==> config.mk <==
export PLATFORM = sky130hd
export DESIGN_NAME = sipo_rx_ctrl_flat
export DESIGN_NICKNAME = d
export VERILOG_FILES = /design/src/rtl/sipo_rx_ctrl_if.sv /design/src/rtl/sipo_rx_ctrl.sv /design/src/flat_wrapper.sv
export SDC_FILE = /design/constraint.sdc
export NUM_CORES = 1
export LEC_CHECK = 0
export CAP_MARGIN = 5
export CORE_MARGIN = 2
export CORE_UTILIZATION = 50
export CTS_CLUSTER_SIZE = 40
export DETAILED_ROUTE_END_ITERATION = 7
export HOLD_SLACK_MARGIN = 0.12
export PLACE_DENSITY = 0.78
export REMOVE_ABC_BUFFERS = 1
export SYNTH_ARGS = -nofsm -noshare
export SYNTH_HDL_FRONTEND = slang
export SYNTH_SLANG_ARGS = --single-unit
export TNS_END_PERCENT = 50
==> constraint.sdc <==
create_clock -name clk_i -period 2.9 [get_ports clk_i]
set_clock_uncertainty 0.05 [all_clocks]
set_input_delay 0.29 -clock clk_i [delete_from_list [all_inputs] [get_ports clk_i]]
set_output_delay 0.29 -clock clk_i [all_outputs]
set_load 0.01 [all_outputs]
==> src/rtl/sipo_rx_ctrl_if.sv <==
`default_nettype none
// ============================================================
// Module  : sipo_rx_ctrl_if
// Purpose : SIPO control and byte valid/ready bundle for sipo_rx_ctrl
// Rev     : 1.0
// ============================================================
interface sipo_rx_ctrl_if;
  logic [7:0] sipo_dout_i;
  logic       sipo_data_o;
  logic       sipo_wr_en_o;
  logic       sipo_rst_o;
  logic [7:0] byte_o;
  logic       byte_valid_o;
  logic       byte_ready_i;

  // master = receive controller, slave = SIPO register plus byte consumer
  modport master (
    input  sipo_dout_i,
    input  byte_ready_i,
    output sipo_data_o,
    output sipo_wr_en_o,
    output sipo_rst_o,
    output byte_o,
    output byte_valid_o
  );

  modport slave (
    output sipo_dout_i,
    output byte_ready_i,
    input  sipo_data_o,
    input  sipo_wr_en_o,
    input  sipo_rst_o,
    input  byte_o,
    input  byte_valid_o
  );
endinterface

`default_nettype wire

==> src/rtl/sipo_rx_ctrl.sv <==
`default_nettype none
// ============================================================
// Module  : sipo_rx_ctrl
// Purpose : times a 1-start/8-data/1-stop serial frame into a SIPO
// Rev     : 1.0
// ============================================================
module sipo_rx_ctrl #(
  parameter int CLKS_PER_BIT = 16
) (
  input  wire logic      clk_i,
  input  wire logic      reset_n_i,
  input  wire logic      en_i,
  input  wire logic      rx_i,
  input  wire logic      overrun_clr_i,
  output logic           frame_err_o,
  output logic           overrun_o,
  sipo_rx_ctrl_if.master bus
);

  localparam int                 c_cnt_w    = $clog2(CLKS_PER_BIT);
  localparam logic [c_cnt_w-1:0] c_cnt_last = c_cnt_w'(CLKS_PER_BIT - 1);
  localparam logic [c_cnt_w-1:0] c_cnt_mid  = c_cnt_w'(CLKS_PER_BIT / 2 - 1);

  typedef enum logic [2:0] {
    S_IDLE  = 3'd0,
    S_START = 3'd1,
    S_DATA  = 3'd2,
    S_STOP  = 3'd3,
    S_BREAK = 3'd4
  } state_t;

  state_t             r_state;
  state_t             w_state_nxt;
  logic [c_cnt_w-1:0] r_baud;
  logic [c_cnt_w-1:0] w_baud_nxt;
  logic [2:0]         r_bit_idx;
  logic [2:0]         w_bit_idx_nxt;

  logic r_rx_meta;
  logic r_rx_s;
  logic r_rx_prev;
  logic w_rx_fall;
  logic w_term;

  logic w_wr_en;
  logic w_sipo_rst;
  logic w_frame_err;
  logic w_capture;

  logic [7:0] r_byte;
  logic       r_byte_valid;
  logic       r_overrun;

  // Presetting to 1 keeps reset release from looking like a start edge
  always_ff @(posedge clk_i or negedge reset_n_i) begin
    if (!reset_n_i) begin
      r_rx_meta <= 1'b1;
      r_rx_s    <= 1'b1;
      r_rx_prev <= 1'b1;
    end else begin
      r_rx_meta <= rx_i;
      r_rx_s    <= r_rx_meta;
      r_rx_prev <= r_rx_s;
    end
  end

  assign w_rx_fall = r_rx_prev & ~r_rx_s;
  assign w_term    = (r_baud == c_cnt_last);

  always_ff @(posedge clk_i or negedge reset_n_i) begin
    if (!reset_n_i) begin
      r_state   <= S_IDLE;
      r_baud    <= '0;
      r_bit_idx <= '0;
    end else begin
      r_state   <= w_state_nxt;
      r_baud    <= w_baud_nxt;
      r_bit_idx <= w_bit_idx_nxt;
    end
  end

  always_comb begin
    w_state_nxt   = r_state;
    w_baud_nxt    = r_baud + 1'b1;
    w_bit_idx_nxt = r_bit_idx;
    w_wr_en       = 1'b0;
    w_sipo_rst    = 1'b0;
    w_frame_err   = 1'b0;
    w_capture     = 1'b0;

    case (r_state)
      S_IDLE: begin
        w_baud_nxt = '0;
        if (en_i && w_rx_fall) begin
          w_state_nxt = S_START;
          w_sipo_rst  = 1'b1;
        end
      end
      S_START: begin
        if (r_baud == c_cnt_mid) begin
          w_baud_nxt = '0;
          if (!r_rx_s) begin
            w_state_nxt   = S_DATA;
            w_bit_idx_nxt = '0;
          end else begin
            w_state_nxt = S_IDLE;
          end
        end
      end
      S_DATA: begin
        if (w_term) begin
          w_baud_nxt    = '0;
          w_wr_en       = 1'b1;
          w_bit_idx_nxt = r_bit_idx + 3'd1;
          if (r_bit_idx == 3'd7) begin
            w_state_nxt = S_STOP;
          end
        end
      end
      S_STOP: begin
        if (w_term) begin
          w_baud_nxt = '0;
          if (r_rx_s) begin
            w_capture   = 1'b1;
            w_state_nxt = S_IDLE;
          end else begin
            w_frame_err = 1'b1;
            w_state_nxt = S_BREAK;
          end
        end
      end
      S_BREAK: begin
        w_baud_nxt = '0;
        if (r_rx_s) begin
          w_state_nxt = S_IDLE;
        end
      end
      default: begin
        w_state_nxt = S_IDLE;
        w_baud_nxt  = '0;
      end
    endcase

    // Disabling mid-frame abandons the partial byte and clears the SIPO
    if (r_state != S_IDLE && !en_i) begin
      w_state_nxt = S_IDLE;
      w_baud_nxt  = '0;
      w_sipo_rst  = 1'b1;
      w_wr_en     = 1'b0;
      w_frame_err = 1'b0;
      w_capture   = 1'b0;
    end
  end

  // A capture in the same cycle as ready keeps the new byte valid
  always_ff @(posedge clk_i or negedge reset_n_i) begin
    if (!reset_n_i) begin
      r_byte       <= 8'h00;
      r_byte_valid <= 1'b0;
      r_overrun    <= 1'b0;
    end else begin
      if (w_capture) begin
        r_byte       <= bus.sipo_dout_i;
        r_byte_valid <= 1'b1;
      end else if (bus.byte_ready_i) begin
        r_byte_valid <= 1'b0;
      end

      if (w_capture && r_byte_valid && !bus.byte_ready_i) begin
        r_overrun <= 1'b1;
      end else if (overrun_clr_i) begin
        r_overrun <= 1'b0;
      end
    end
  end

  assign bus.sipo_wr_en_o = w_wr_en;
  assign bus.sipo_data_o  = w_wr_en & r_rx_s;
  assign bus.sipo_rst_o   = w_sipo_rst;
  assign bus.byte_o       = r_byte;
  assign bus.byte_valid_o = r_byte_valid;
  assign frame_err_o      = w_frame_err;
  assign overrun_o        = r_overrun;

endmodule

`default_nettype wire

==> src/flat_wrapper.sv <==
// flat-port wrapper written by rule: the top's interface ports become plain ports
module sipo_rx_ctrl_flat 
#(
  parameter int CLKS_PER_BIT = 16
)
  (clk_i, reset_n_i, en_i, rx_i, overrun_clr_i, frame_err_o, overrun_o, bus_sipo_dout_i, bus_byte_ready_i, bus_sipo_data_o, bus_sipo_wr_en_o, bus_sipo_rst_o, bus_byte_o, bus_byte_valid_o);
  sipo_rx_ctrl_if bus_i ();
  input  wire logic clk_i;
  input  wire logic reset_n_i;
  input  wire logic en_i;
  input  wire logic rx_i;
  input  wire logic overrun_clr_i;
  output logic frame_err_o;
  output logic overrun_o;
  input wire logic [$bits(bus_i.sipo_dout_i)-1:0] bus_sipo_dout_i;
  input wire logic [$bits(bus_i.byte_ready_i)-1:0] bus_byte_ready_i;
  output wire logic [$bits(bus_i.sipo_data_o)-1:0] bus_sipo_data_o;
  output wire logic [$bits(bus_i.sipo_wr_en_o)-1:0] bus_sipo_wr_en_o;
  output wire logic [$bits(bus_i.sipo_rst_o)-1:0] bus_sipo_rst_o;
  output wire logic [$bits(bus_i.byte_o)-1:0] bus_byte_o;
  output wire logic [$bits(bus_i.byte_valid_o)-1:0] bus_byte_valid_o;
  assign bus_i.sipo_dout_i = bus_sipo_dout_i;
  assign bus_i.byte_ready_i = bus_byte_ready_i;
  assign bus_sipo_data_o = bus_i.sipo_data_o;
  assign bus_sipo_wr_en_o = bus_i.sipo_wr_en_o;
  assign bus_sipo_rst_o = bus_i.sipo_rst_o;
  assign bus_byte_o = bus_i.byte_o;
  assign bus_byte_valid_o = bus_i.byte_valid_o;
  sipo_rx_ctrl #(.CLKS_PER_BIT(CLKS_PER_BIT)) u_core (.clk_i(clk_i), .reset_n_i(reset_n_i), .en_i(en_i), .rx_i(rx_i), .overrun_clr_i(overrun_clr_i), .frame_err_o(frame_err_o), .overrun_o(overrun_o), .bus(bus_i));
endmodule
# Word-level counts from Yosys, hierarchy flattened
# Cells that the tools add are included.
[totals] reg_bits=23 in_bits=14 out_inout_bits=14 word_cells=80
[op_classes] n_addsub=2 n_eq_ne=16 mux=36 bitwise_logic=3 reduce_logical=14
[op_table] operator="$mux W3" count=11
[op_table] operator="$mux W1" count=18
[op_table] operator="$ne A3 B1 Y1 const B" count=6
[op_table] operator="$pmux W3 S5" count=1
[op_table] operator="$mux W4" count=3
[op_table] operator="$pmux W4 S2" count=1
[op_table] operator="$eq A3 B2 Y1 const B" count=2
[op_table] operator="$eq A3 B3 Y1 const B" count=2
[op_table] operator="$pmux W3 S2" count=1
[op_table] operator="$reduce_and A6 Y1" count=1
[op_table] operator="$reduce_bool A2 Y1" count=3
[op_table] operator="$add A4 B1 Y4 const B" count=1
[op_table] operator="$eq A4 B3 Y1 const B" count=1
[op_table] operator="$eq A4 B4 Y1 const B" count=1
[op_table] operator="$logic_and A1 B1 Y1" count=4
[op_table] operator="$ne A2 B1 Y1 const B" count=2
[op_table] operator="$reduce_and A4 Y1" count=1
[op_table] operator="$add A3 B1 Y3 const B" count=1
[op_table] operator="$eq A3 B1 Y1 const B" count=1
[op_table] operator="$logic_not A3 Y1" count=1
[op_table] operator="$reduce_bool A3 Y1" count=1
[op_table] operator="$and A1 B1 Y1" count=2
[op_table] operator="$logic_not A1 Y1" count=2
[op_table] operator="$mux W2" count=1
[op_table] operator="other kinds (3)" count=3

# Depth between registers and ports, before layout
[depth] ltp_word=7 mapped_depth=6 mapped_depth_nobuf=6

# Worst setup path after synthesis
# No wires, ideal clock.
[synth_path] kind="flip-flop to output port" startpoint="register u_core.r_baud[0]" endpoint="output port bus_sipo_data_o" arrival_ns=1.461 required_ns=2.560 setup_slack_ns=1.099 stages_incl_launch_ff=6 n_path_buf=0 cell_sequence="dfrtp_1 > ha_1 > nand2_2 > or3_1 > nor2_1 > and2_1"
[synth_between] elab_chain_cells=5
[synth_lines] item="start: declaration" line="sipo_rx_ctrl.sv:34" text="logic [c_cnt_w-1:0] r_baud;"
[synth_lines] item="start signal: assignment" line="sipo_rx_ctrl.sv:77" text="r_baud <= w_baud_nxt;"
[synth_lines] item="$eq A4 B4 Y1" line="sipo_rx_ctrl.sv:68" text="assign w_term = (r_baud == c_cnt_last);"
[synth_lines] item="$mux W1" line="sipo_rx_ctrl.sv:111" text="if (w_term) begin"
[synth_lines] item="$mux W1" line="sipo_rx_ctrl.sv:91" text="case (r_state)"
[synth_lines] item="$mux W1" line="sipo_rx_ctrl.sv:145" text="if (r_state != S_IDLE && !en_i) begin"
[synth_lines] item="named net bus_sipo_wr_en_o" line="flat_wrapper.sv:18" text="output wire logic [$bits(bus_i.sipo_wr_en_o)-1:0] bus_sipo_wr_en_o;"
[synth_lines] item="$and A1 B1 Y1" line="sipo_rx_ctrl.sv:178" text="assign bus.sipo_data_o = w_wr_en & r_rx_s;"
[synth_lines] item="end: declaration" line="flat_wrapper.sv:17" text="output wire logic [$bits(bus_i.sipo_data_o)-1:0] bus_sipo_data_o;"
# The timed path passes the listed nets, and every way through them passes these cells.

# Worst setup path after layout
[layout_path] startpoint="register u_core.r_baud[0]" endpoint="output port bus_sipo_data_o"
[layout_between] elab_chain_cells=5
[layout_lines] item="$eq A4 B4 Y1" line="sipo_rx_ctrl.sv:68"
[layout_lines] item="$mux W1" line="sipo_rx_ctrl.sv:111"
[layout_lines] item="$mux W1" line="sipo_rx_ctrl.sv:91"
[layout_lines] item="$mux W1" line="sipo_rx_ctrl.sv:145"
[layout_lines] item="$and A1 B1 Y1" line="sipo_rx_ctrl.sv:178"
# No other way between the ends.

==> results.md <==
Synth:
- Counting flops with a built-in enable in the synthesized netlist gives 0.
- Synthesis handed over a netlist of 94 instances.
- During synthesis, Yosys emitted a total of 0 warnings.
- After synthesis, flip-flops and latches occupy about half of the total area.
- The netlist area before placement is ~1200 um^2.
- The flip-flop and latch count after synthesis is 23.
- The proportion of synthesized flip-flops having asynchronous set or reset is 100%.
- Dividing the synthesized area by the synthesized cell count gives 12.2 um^2.
- The most frequently used flop master after synthesis is sky130_fd_sc_hd__dfrtp_1.
- The number of different library cells used by synthesis comes to 36.

Floorplanning:
- For this configuration, the core starts out at a cell density of between 50 and 60%.
- After floorplanning, the core was divided into 17 placement rows.
- The floorplan step defined a die boundary enclosing approximately 2700 um^2.
- The die boundary width is roughly 52 um.
- The area of the core is about 2200 um^2.
- The die extent in y is 52.0 um.
- Pin placement for this block handled 28 I/O pins.

Clock tree:
- CTS placed an instance of sky130_fd_sc_hd__clkbuf_4 at the clock tree root.
- The CTS tree is done.
- The number of buffers created by CTS is 3.
- The number of sinks driven by the clock tree is 23.
- The CTS H-tree depth is 1.
- The number of gates resized after CTS was 0.
- The clock latency on the worst-skew pair is 0.31 ns.
- The clock-pin slew on the worst setup and hold paths is ~0.12 ns.
- The maximum clock path buffer count is 2.
- The number of post-CTS setup repair buffers is 0.
- The hold buffer count at cts is 0.

Timing:
- The total count of hold-check failures in the final report is 0.
- For the pin with the worst max-slew slack, the measured transition is approximately 0.5 ns.
- The final critical path takes up 90.5% of the cycle.
- Setup violations remaining at the end of the flow were counted as 0.
- The least setup slack across all paths after layout is about 0.27 ns.
- After layout, the minimum clock period comes to ~2.6 ns.
- The final number of max-transition violations is 0.
- The setup TNS is 0 ns.
- Setup repair after global routing left no endpoint under its margin.
- Timing would allow up to approximately 0.38 GHz.
- Headroom to the max-slew limit came out at between 60% and 70%.

Routing:
- The detail route stage leaves a number of antenna-violating nets equal to 0.
- For this run, the detailed router's first-pass iteration total came to 4.
- The count of vias placed by the detailed router is 794.
- The final layout contains routed wiring with a total length of ~2000 um.
- In the routed design, unresolved DRC markers number 0.
- The first routing iteration left 10 violations.
- Dividing the detail-routed wire length by the instance count gives around 13 um.
- Dividing the detail-routed via count by the number of cells gives 5.29.

Hold path:
- The class of the tightest hold or removal check is in -> async.

Cells and area:
- In the layout the commonest cells are sky130_fd_sc_hd__clkdlybuf4s50_1, sky130_fd_sc_hd__dfrtp_1, sky130_fd_sc_hd__nor2_1, sky130_fd_sc_hd__mux2_4, sky130_fd_sc_hd__nor3_1.
- The repair_antennas step left the layout with diodes totalling 0.
- With fillers left out, the area of the finished cells amounts to 1440 um^2.
- The ratio of cells with drive above 1 in the final layout is approximately a fifth.
- The layout net count is 140.
- The library cell used most frequently in the layout, excluding fill and tap cells, is sky130_fd_sc_hd__clkdlybuf4s50_1.
- The layout overhead on the synthesized area is 25.1%.

Worst setup path:
- The worst register-to-register path ends at u_core.bus.byte_o[6]$_DFFE_PN0P_.
- Traced cell by cell, the critical path runs through ha_1 -> nand2_2 -> or3_1 -> nor2_1 -> and2_1 -> clkdlybuf4s50_1.
- The sort of element at the end of the critical path is an output port.
- STA puts the critical path data arrival time at around 2.3 ns.
- The data required time at the worst endpoint is approximately 2.6 ns.
- The sort of element at the start of the critical path is a register.
- The critical path start-end classification is reg -> out.
- The combined buffer and inverter count along the critical path is 1.
- The largest fanout on the critical path is 6.
- The cell count of the worst reg-to-reg path is 5.
- The setup slack of the worst register-to-register path is 0.89 ns.
- The startpoint identified for the worst register-to-register timing path is u_core.r_baud[0]$_DFF_PN0_.
- The highest cell delay on the worst timing path is 0.53 ns.
- Broken down by cell family, the worst path's largest delay share belongs to simple AND/OR/NAND/NOR gates.
- The cell with the biggest individual delay on the critical path is sky130_fd_sc_hd__clkdlybuf4s50_1.

Global route:
- The first global-routing pass estimated between 3000 and 4000 um of wire.
- The number of global-route vias before repair is between 700 and 800.
- Entering global routing, the biggest net connects 24 pins.
- The number of antenna violations at the first check in global routing was 0.
- Global routing finished with a remaining overflow of 0.
- Global routing used roughly 17% of the available tracks across all layers.

Place:
- Before CTS, the worst setup slack after placement is between 0.3 and 0.4 ns.
- The half-perimeter wire length after placement is between 1000 and 1500 um.
- The total of buffers placed on input and output ports is 27.
- The final weighted congestion in routability-driven placement is 0.873.
- The placed instances occupy a cell area of 1410 um^2.

Power:
- The total power density per cell area is ~470 nW/um^2.
- Summed over all cells, the static leakage comes to between 0.6 and 0.7 nW.
- Across the VDD grid, the largest voltage drop is around 0.00030 V.
- The completed layout was analyzed and its total power is between 0.0006 and 0.0007 W.

Job:
- The tool flagged a number of max-cap violations equal to 0.

Run status:
- The run finished with clean final reports.
==> per-stage QoR <==
stage | std cells | utilization, % | hold slack [ns]
after floorplan | 90 | - | -0.0556
after global placement | 146 | 64.5 | 0.296
after detailed placement | 146 | 64.5 | 0.297
after CTS | 150 | 65.7 | 0.273
after global routing | 150 | 65.7 | 0.285
final | 150 | 65.7 | 0.271
==> cells in the mapped netlist (2+ instances only) <==
cell type | n | share of area [%]
sky130_fd_sc_hd__xnor2_1 | 2 | 1.5
sky130_fd_sc_hd__nand3_1 | 2 | 0.87
sky130_fd_sc_hd__nor3_1 | 4 | 1.7
sky130_fd_sc_hd__a22o_1 | 2 | 1.5
sky130_fd_sc_hd__inv_1 | 3 | 0.98
sky130_fd_sc_hd__nand2_1 | 3 | 0.98
sky130_fd_sc_hd__ha_1 | 3 | 3.3
sky130_fd_sc_hd__nor2_1 | 10 | 3.3
sky130_fd_sc_hd__mux2_4 | 8 | 10
sky130_fd_sc_hd__nand2b_1 | 2 | 1.1
sky130_fd_sc_hd__clkbuf_8 | 2 | 2.4
sky130_fd_sc_hd__buf_6 | 2 | 2.0
sky130_fd_sc_hd__dfrtp_1 | 20 | 43
sky130_fd_sc_hd__dfstp_2 | 3 | 6.8
sky130_fd_sc_hd__nor3b_1 | 3 | 2.0
sky130_fd_sc_hd__o2111ai_1 | 2 | 1.5
sky130_fd_sc_hd__o21ai_0 | 2 | 0.87
sky130_fd_sc_hd__nand3b_1 | 2 | 1.3
sky130_fd_sc_hd__nand2_2 | 2 | 1.1
==> report_power, final <==
part / internal (W) / total [W] / leakage (nW) / switching, W
clock: 0.0000537 / 0.000146 / 0.0150 / 0.0000918
sequential: 0.000342 / 0.000385 / 0.308 / 0.0000426
combinational: 0.0000742 / 0.000145 / 0.304 / 0.0000707
total: 0.000470 / 0.000675 / 0.627 / 0.000205
==> worst max path at each step <==
stage                                          start         endpoint  slack, ns  cells past startpoint
final                     u_core.r_baud[0]$_DFF_PN0_  bus_sipo_data_o       0.27                      6
after floorplan           u_core.r_baud[0]$_DFF_PN0_  bus_sipo_data_o       1.10                      5
after detailed placement                        en_i  bus_sipo_data_o       0.37                      6
after global placement                          en_i  bus_sipo_data_o       0.42                      6
after CTS                 u_core.r_baud[0]$_DFF_PN0_  bus_sipo_data_o       0.25                      6
after global routing      u_core.r_baud[0]$_DFF_PN0_  bus_sipo_data_o        0.1                      6
==> state kept, by name, summed over array words and instances, names as in the netlist <==
signal,count
u_core.r_rx_prev,1
u_core.r_state,3
u_core.r_baud,4
u_core.bus.byte_o,8
u_core.r_rx_s,1
u_core.r_bit_idx,3
u_core.overrun_o,1
u_core.bus.byte_valid_o,1
u_core.r_rx_meta,1
==> cell type report <==
type                            count  area (um^2)
Inverter                            3         11.3
Tap cell                           28         35.0
Timing Repair Buffer               28          278
Fill cell                         176          751
Clock buffer                        4         26.3
Sequential cell                    23          579
Multi-Input combinational cell     64          510
==> worst register-to-register path, stage by stage, from the launching register on <==
cell,delay [ns]
sky130_fd_sc_hd__dfrtp_1,0.39
sky130_fd_sc_hd__ha_1,0.25
sky130_fd_sc_hd__nand2_2,0.12
sky130_fd_sc_hd__nor3_2,0.24
sky130_fd_sc_hd__and3_1,0.50
sky130_fd_sc_hd__mux2_4,0.35
==> kinds of logic after synthesis <==
family	after synthesis	share of synthesized area, %
buffers and inverters	7	5.33
DFF	23	50.3
adders and majority gates	3	3.26
xor gates and xnor gates	3	2.28
muxes	10	12.3
and+or+nand+nor	36	17.9
AOI/OAI and AO/OA	12	8.59
==> metal layers <==
| layer | track usage (%) | vias to the layer above | wire length (um) |
|---|---|---|---|
| met5 | 0 | - | 0 |
| li1 | - | 391 | - |
| met1 | 20.6 | 375 | 900 |
| met4 | 9.65 | 0 | 28 |
| met3 | 3.74 | 2 | 96 |
| met2 | 27.4 | 26 | 990 |
Power figures use the tool's default switching activity.
